**src/rtl/imem_loader.sv**
```systemverilog
// rtl/imem_loader.sv - boot-time instruction-memory loader that holds the core in reset until the image is written
// Optional checksum word after the image: define IMEM_LOADER_CHECKSUM_EN.
module imem_loader #(
    parameter int ADDR_W = 5,
    parameter int DATA_W = 32
) (
    input  logic              clk,
    input  logic              rst,
    input  logic              start,
    input  logic [ADDR_W:0]   word_count,
    input  logic              in_valid,
    input  logic [DATA_W-1:0] in_data,
    output logic              in_ready,
    output logic              imem_we,
    output logic [ADDR_W-1:0] imem_addr,
    output logic [DATA_W-1:0] imem_wdata,
    output logic              core_rst,
    output logic              core_en,
    output logic              busy,
    output logic              done,
    output logic              error
);

    typedef enum logic [2:0] {
        S_IDLE,
        S_LOAD,
        S_CHECK,
        S_FLUSH,
        S_RUN,
        S_ERROR
    } state_t;

    localparam logic [ADDR_W:0] DEPTH = {1'b1, {ADDR_W{1'b0}}};
    localparam logic [ADDR_W:0] ONE   = {{ADDR_W{1'b0}}, 1'b1};

    state_t              state_q, state_d;
    logic                in_ready_q, in_ready_d;
    logic                imem_we_q, imem_we_d;
    logic [ADDR_W-1:0]   imem_addr_q, imem_addr_d;
    logic [DATA_W-1:0]   imem_wdata_q, imem_wdata_d;
    logic                core_rst_q, core_rst_d;
    logic                core_en_q, core_en_d;
    logic                busy_q, busy_d;
    logic                done_q, done_d;
    logic                error_q, error_d;
    logic [ADDR_W:0]     count_q, count_d;
    logic [ADDR_W:0]     n_q, n_d;
`ifdef IMEM_LOADER_CHECKSUM_EN
    logic [DATA_W-1:0]   sum_q, sum_d;
`endif

    logic                fire;
    logic                last_word;
    logic [ADDR_W:0]     eff_count;

    // Zero and anything beyond the memory depth both mean "fill the whole memory".
    assign eff_count = ((word_count == '0) || (word_count > DEPTH)) ? DEPTH : word_count;
    assign fire      = in_valid & in_ready_q;
    assign last_word = (count_q == (n_q - ONE));

    always_comb begin
        state_d      = state_q;
        in_ready_d   = in_ready_q;
        imem_we_d    = 1'b0;
        imem_addr_d  = imem_addr_q;
        imem_wdata_d = imem_wdata_q;
        core_rst_d   = core_rst_q;
        core_en_d    = core_en_q;
        busy_d       = busy_q;
        done_d       = done_q;
        error_d      = error_q;
        count_d      = count_q;
        n_d          = n_q;
`ifdef IMEM_LOADER_CHECKSUM_EN
        sum_d        = sum_q;
`endif
        case (state_q)
            S_IDLE, S_RUN, S_ERROR: begin
                if (start) begin
                    state_d    = S_LOAD;
                    n_d        = eff_count;
                    count_d    = '0;
`ifdef IMEM_LOADER_CHECKSUM_EN
                    sum_d      = '0;
`endif
                    in_ready_d = 1'b1;
                    busy_d     = 1'b1;
                    done_d     = 1'b0;
                    error_d    = 1'b0;
                    core_rst_d = 1'b1;
                    core_en_d  = 1'b0;
                end
            end
            S_LOAD: begin
                if (fire) begin
                    imem_we_d    = 1'b1;
                    imem_addr_d  = count_q[ADDR_W-1:0];
                    imem_wdata_d = in_data;
                    count_d      = count_q + ONE;
`ifdef IMEM_LOADER_CHECKSUM_EN
                    sum_d        = sum_q + in_data;
                    if (last_word) begin
                        state_d = S_CHECK;
                    end
`else
                    if (last_word) begin
                        state_d    = S_FLUSH;
                        in_ready_d = 1'b0;
                    end
`endif
                end
            end
`ifdef IMEM_LOADER_CHECKSUM_EN
            S_CHECK: begin
                if (fire) begin
                    in_ready_d = 1'b0;
                    busy_d     = 1'b0;
                    if (in_data == sum_q) begin
                        state_d    = S_RUN;
                        core_rst_d = 1'b0;
                        core_en_d  = 1'b1;
                        done_d     = 1'b1;
                    end else begin
                        state_d = S_ERROR;
                        error_d = 1'b1;
                    end
                end
            end
`endif
            S_FLUSH: begin
                // Release lands on the same edge the final word is written.
                state_d    = S_RUN;
                core_rst_d = 1'b0;
                core_en_d  = 1'b1;
                done_d     = 1'b1;
                busy_d     = 1'b0;
            end
            default: begin
                state_d = S_IDLE;
            end
        endcase
    end

    always_ff @(posedge clk) begin
        if (rst) begin
            state_q      <= S_IDLE;
            in_ready_q   <= 1'b0;
            imem_we_q    <= 1'b0;
            imem_addr_q  <= '0;
            imem_wdata_q <= '0;
            core_rst_q   <= 1'b1;
            core_en_q    <= 1'b0;
            busy_q       <= 1'b0;
            done_q       <= 1'b0;
            error_q      <= 1'b0;
            count_q      <= '0;
            n_q          <= '0;
`ifdef IMEM_LOADER_CHECKSUM_EN
            sum_q        <= '0;
`endif
        end else begin
            state_q      <= state_d;
            in_ready_q   <= in_ready_d;
            imem_we_q    <= imem_we_d;
            imem_addr_q  <= imem_addr_d;
            imem_wdata_q <= imem_wdata_d;
            core_rst_q   <= core_rst_d;
            core_en_q    <= core_en_d;
            busy_q       <= busy_d;
            done_q       <= done_d;
            error_q      <= error_d;
            count_q      <= count_d;
            n_q          <= n_d;
`ifdef IMEM_LOADER_CHECKSUM_EN
            sum_q        <= sum_d;
`endif
        end
    end

    assign in_ready   = in_ready_q;
    assign imem_we    = imem_we_q;
    assign imem_addr  = imem_addr_q;
    assign imem_wdata = imem_wdata_q;
    assign core_rst   = core_rst_q;
    assign core_en    = core_en_q;
    assign busy       = busy_q;
    assign done       = done_q;
    assign error      = error_q;

endmodule

```
**config.mk**
```make
export PLATFORM = sky130hd
export DESIGN_NAME = imem_loader
export DESIGN_NICKNAME = d
export VERILOG_FILES = /design/src/rtl/imem_loader.sv
export SDC_FILE = /design/constraint.sdc
export NUM_CORES = 1
export LEC_CHECK = 0
export ABC_CLOCK_PERIOD_IN_PS = 6100
export BUFFER_PORTS_ARGS = -buffer_cell sky130_fd_sc_hd__buf_2
export CORE_UTILIZATION = 36
export DETAILED_ROUTE_END_ITERATION = 8
export SETUP_SLACK_MARGIN = 0.4
export SLEW_MARGIN = 20
export SYNTH_ARGS = -nofsm -noshare
export SYNTH_HDL_FRONTEND = slang
export SYNTH_SLANG_ARGS = --single-unit
```
**constraint.sdc**
```tcl
create_clock -name clk -period 6.1 [get_ports clk]
set_clock_uncertainty 0.2 [all_clocks]
set_input_delay 0.305 -clock clk [delete_from_list [all_inputs] [get_ports clk]]
set_output_delay 0.305 -clock clk [all_outputs]
set_load 0.01 [all_outputs]
```
==> results.rst <==
.. list-table::
   :header-rows: 1

   * - Metric
     - Value
   * - Outcome
     - finished, final reports clean
   * - Buffer levels on the longest clock path
     - 2
   * - Clock tree from TritonCTS
     - done
   * - DRT Pass-1 Iters
     - 4
   * - Clock sink count
     - 57
   * - Worst Path Class, Setup
     - reg2reg
   * - Worst Path Max Fanout
     - 32
   * - Drt first-iter violations
     - 107
   * - Relative slew margins
     - 32.7%
   * - Maximum number of pins on one net before global-route repair
     - 57
   * - Floorplan die height
     - 81.0 um
   * - Sequential cell area fraction in the yosys report
     - 50.8%
   * - Arrival time worst endpoint
     - 2.18 ns
   * - Initial Utilization
     - 37.7%
   * - DPL Wire Length
     - 3370 um
   * - VDD IR max
     - 105 uV
   * - Share of the core filled with cells in the final layout
     - 48.9%
   * - Total vias in the final route
     - 2062
   * - Commonest cells in the netlist
     - sky130_fd_sc_hd__nand2_1 (82), sky130_fd_sc_hd__dfxtp_1 (57), sky130_fd_sc_hd__a21oi_1 (46)
   * - Total I/O pin count
     - 86
   * - Final hold vios
     - 0
   * - Final worst hold slack
     - 0.0195 ns
   * - Worst path max stage delay
     - 0.50 ns
   * - Final Routed Wirelength
     - 5050 um
   * - Switching share of power
     - 22.1%
   * - Combined area of all synthesized cells
     - 2250 um2
   * - Final worst path period need
     - 2.14 ns
   * - Remaining routing DRC violations
     - 0
   * - Most common cell in the synthesized netlist
     - sky130_fd_sc_hd__nand2_1
   * - Transition time of the tightest slew-check pin
     - 1.01 ns
   * - Final total power
     - 0.807 mW
   * - Final critical-path share of the clock period
     - 35.0%
   * - Cell type with the highest aggregate area in the netlist
     - sky130_fd_sc_hd__dfxtp_1
   * - Fraction of power consumed by combinational cells
     - 7.5%
   * - Total of endpoints with negative setup slack in the final report
     - 0
   * - Part of the total power dissipated in sequential elements
     - 47.8%
   * - Cell internal pwr
     - 0.629 mW
   * - Number of global-route vias before repair
     - 1839
   * - Antenna Cells
     - 0
   * - Critical Path Slowest Stage Cell
     - sky130_fd_sc_hd__or3b_1
   * - Net Count, Synth
     - 324
   * - Startpoint Class
     - flip-flop
   * - Core footprint
     - 5960 um2
   * - Ratio of routed vias to standard cells
     - 4.70
   * - Max Clock Freq
     - 468 MHz
   * - Number of library cell types mapped by synthesis
     - 33
   * - Share of synthesized flip-flops with an asynchronous set or reset
     - 0%
   * - Cell area after placement
     - 2700 um2
   * - Pre-CTS setup slack
     - 3.93 ns
   * - Gr ovfl total
     - 0
   * - Share of Yosys cell area claimed by the top area cell type
     - 50.8%
   * - All-Layer GR Usage
     - 16.0%
   * - Critical path cell sequence
     - or3b_1 > nor2_2 > buf_4 > nand3_1 > a21oi_1
   * - Flops & latches, synth
     - 57
   * - Data required, critical path
     - 6.14 ns
   * - Clock latency at the later pin of the worst-skew pair
     - 0.32 ns
   * - Share of layout cells above drive strength 1
     - 28.6%
   * - Most used flip-flop cell after synthesis
     - sky130_fd_sc_hd__dfxtp_1
   * - Endpoint kind of the worst setup timing path
     - flip-flop
   * - Initial antenna violation count
     - 0
   * - IO buf count
     - 84
   * - Post-route antenna net violation count
     - 0
   * - Hold/Removal Path Class
     - in2reg
   * - Worst-path clk slew
     - 0.06 ns
   * - Setup TNS
     - 0 ns
   * - Number of enable flip-flop cells after synthesis
     - 0
   * - Total number of H-tree levels
     - 3
   * - Die X-Extent
     - 81.0 um
   * - Number of cells produced by synthesis
     - 280
   * - Clock buffers created by TritonCTS
     - 9
   * - Net load switching power
     - 0.178 mW
   * - Area Overhead vs Synth
     - 29.8%
   * - Number of pins with negative max-slew slack in the final report
     - 0
   * - Cts repair resizes
     - 0
   * - Post-synthesis average cell area
     - 8.02 um2
   * - Std cell rows
     - 28
   * - Finished layout cell area
     - 2920 um2
   * - Number of placed instances, taps included
     - 422
   * - Setup slack after layout
     - 3.96 ns
   * - Final layout net count
     - 403
   * - Overall die area
     - 6560 um2
   * - Cell Count, Final, Fillers Out
     - 439
   * - Leakage
     - 1.21 nW
   * - Power density relative to cell area
     - 277 nW/um2
   * - Routability Congestion
     - 0.730
   * - Routed len/inst
     - 11.5 um
   * - Global-route wire length before repair
     - 7960 um
   * - Clock share of power
     - 44.7%
   * - Most area-consuming cells after synthesis
     - sky130_fd_sc_hd__dfxtp_1 (51%), sky130_fd_sc_hd__nand2_1 (14%), sky130_fd_sc_hd__a21oi_1 (10%), sky130_fd_sc_hd__xnor2_1 (3.9%), sky130_fd_sc_hd__nor3_1 (2.7%)
   * - Max_cap viols
     - 0
   * - Ys Warns
     - 0
   * - RSZ-0062 raised after global routing
     - false
   * - Cell at the root of the clock tree
     - sky130_fd_sc_hd__clkbuf_8
[power groups by stage]
stage	clock (mW)	sequential [mW]	combinational [mW]
2_1_floorplan	0	0.396	0.0329
3_3_place_gp	0	0.394	0.0607
3_5_place_dp	0	0.394	0.0611
4_1_cts	0.373	0.386	0.0617
5_1_grt	0.391	0.387	0.0684
6_report	0.361	0.386	0.0608
[area by class of cell]
type | instances | area, um2
clock inverter | 2 | 35.0
timing repair buffer | 88 | 453
fill | 616 | 3040
sequential | 57 | 1140
multi-input combinational | 200 | 1010
clock buffer | 14 | 173
tap | 75 | 93.8
inverter | 3 | 11.3
[registers in the layout (all words and copies together) (netlist names)]
register	flops
core_rst	1
imem_wdata	32
imem_we	1
busy	1
in_ready	1
done	1
n_q	6
imem_addr	5
count_q	6
state_q	3
[worst paths after layout]
kind / to / slack (ns) / start / cells past startpoint
worst min-delay path: imem_wdata[25] / 0.02 / in_data[25] / 3
worst max register to register: count_q[1] / 3.96 / state_q[1] / 5
worst min register to register: imem_wdata[12] / 0.25 / imem_wdata[12] / 2
worst max-delay path: count_q[1] / 3.96 / state_q[1] / 5
[layer usage]
layer	GRT usage, %	part of all wire, %	routed length, um
met5	0	0	0
met3	4.83	5.7	286
met1	18.6	47	2380
met4	8.04	1.4	73
met2	26.4	46	2320
[cells in the final DEF (no fill, tap or decap)]
cell type	count
sky130_fd_sc_hd__a2111oi_2	1
sky130_fd_sc_hd__a211o_1	1
sky130_fd_sc_hd__a21oi_1	46
sky130_fd_sc_hd__a2bb2oi_1	1
sky130_fd_sc_hd__a311oi_1	1
sky130_fd_sc_hd__a31oi_1	2
sky130_fd_sc_hd__and3_1	1
sky130_fd_sc_hd__and3b_1	1
sky130_fd_sc_hd__buf_2	84
sky130_fd_sc_hd__buf_4	3
sky130_fd_sc_hd__bufinv_16	1
sky130_fd_sc_hd__clkbuf_1	2
sky130_fd_sc_hd__clkbuf_8	12
sky130_fd_sc_hd__clkinv_2	1
sky130_fd_sc_hd__conb_1	1
sky130_fd_sc_hd__dfxtp_1	57
sky130_fd_sc_hd__dlygate4sd3_1	1
sky130_fd_sc_hd__ha_1	2
sky130_fd_sc_hd__inv_1	3
sky130_fd_sc_hd__nand2_1	82
sky130_fd_sc_hd__nand2b_1	1
sky130_fd_sc_hd__nand3_1	4
sky130_fd_sc_hd__nand3b_1	6
sky130_fd_sc_hd__nor2_1	11
sky130_fd_sc_hd__nor2_2	1
sky130_fd_sc_hd__nor2b_1	3
sky130_fd_sc_hd__nor3_1	12
sky130_fd_sc_hd__nor3b_1	1
sky130_fd_sc_hd__nor4_1	2
sky130_fd_sc_hd__o21ai_0	1
sky130_fd_sc_hd__o21ai_1	1
sky130_fd_sc_hd__or2_1	1
sky130_fd_sc_hd__or3_1	3
sky130_fd_sc_hd__or3b_1	1
sky130_fd_sc_hd__or3b_2	1
sky130_fd_sc_hd__or4_1	2
sky130_fd_sc_hd__xnor2_1	10
[worst max-delay path: cells and delay by family, from the launching register on]
kind / cells / cell delay, ns
AO/OA/AOI/OAI: 1 / 0.12
buffers and inverters: 1 / 0.40
flip-flops: 1 / 0.38
AND/OR/NAND/NOR: 3 / 0.95
[cell families after synthesis]
logic type | share of synthesized area [%]
AND/OR/NAND/NOR | 26.5
flip-flops | 50.8
AO/OA/AOI/OAI | 13.1
buffers and inverters | 4.40
XOR/XNOR | 3.90
adder cells (fa/ha/maj) | 1.11
other | 0.167
[timing repair]
item	CTS	global route
hold buffers	1	0
buffers inserted	0	0
endpoints found under the hold margin	1	0
endpoints found under the setup margin	0	0
Power figures use the tool's default switching activity.
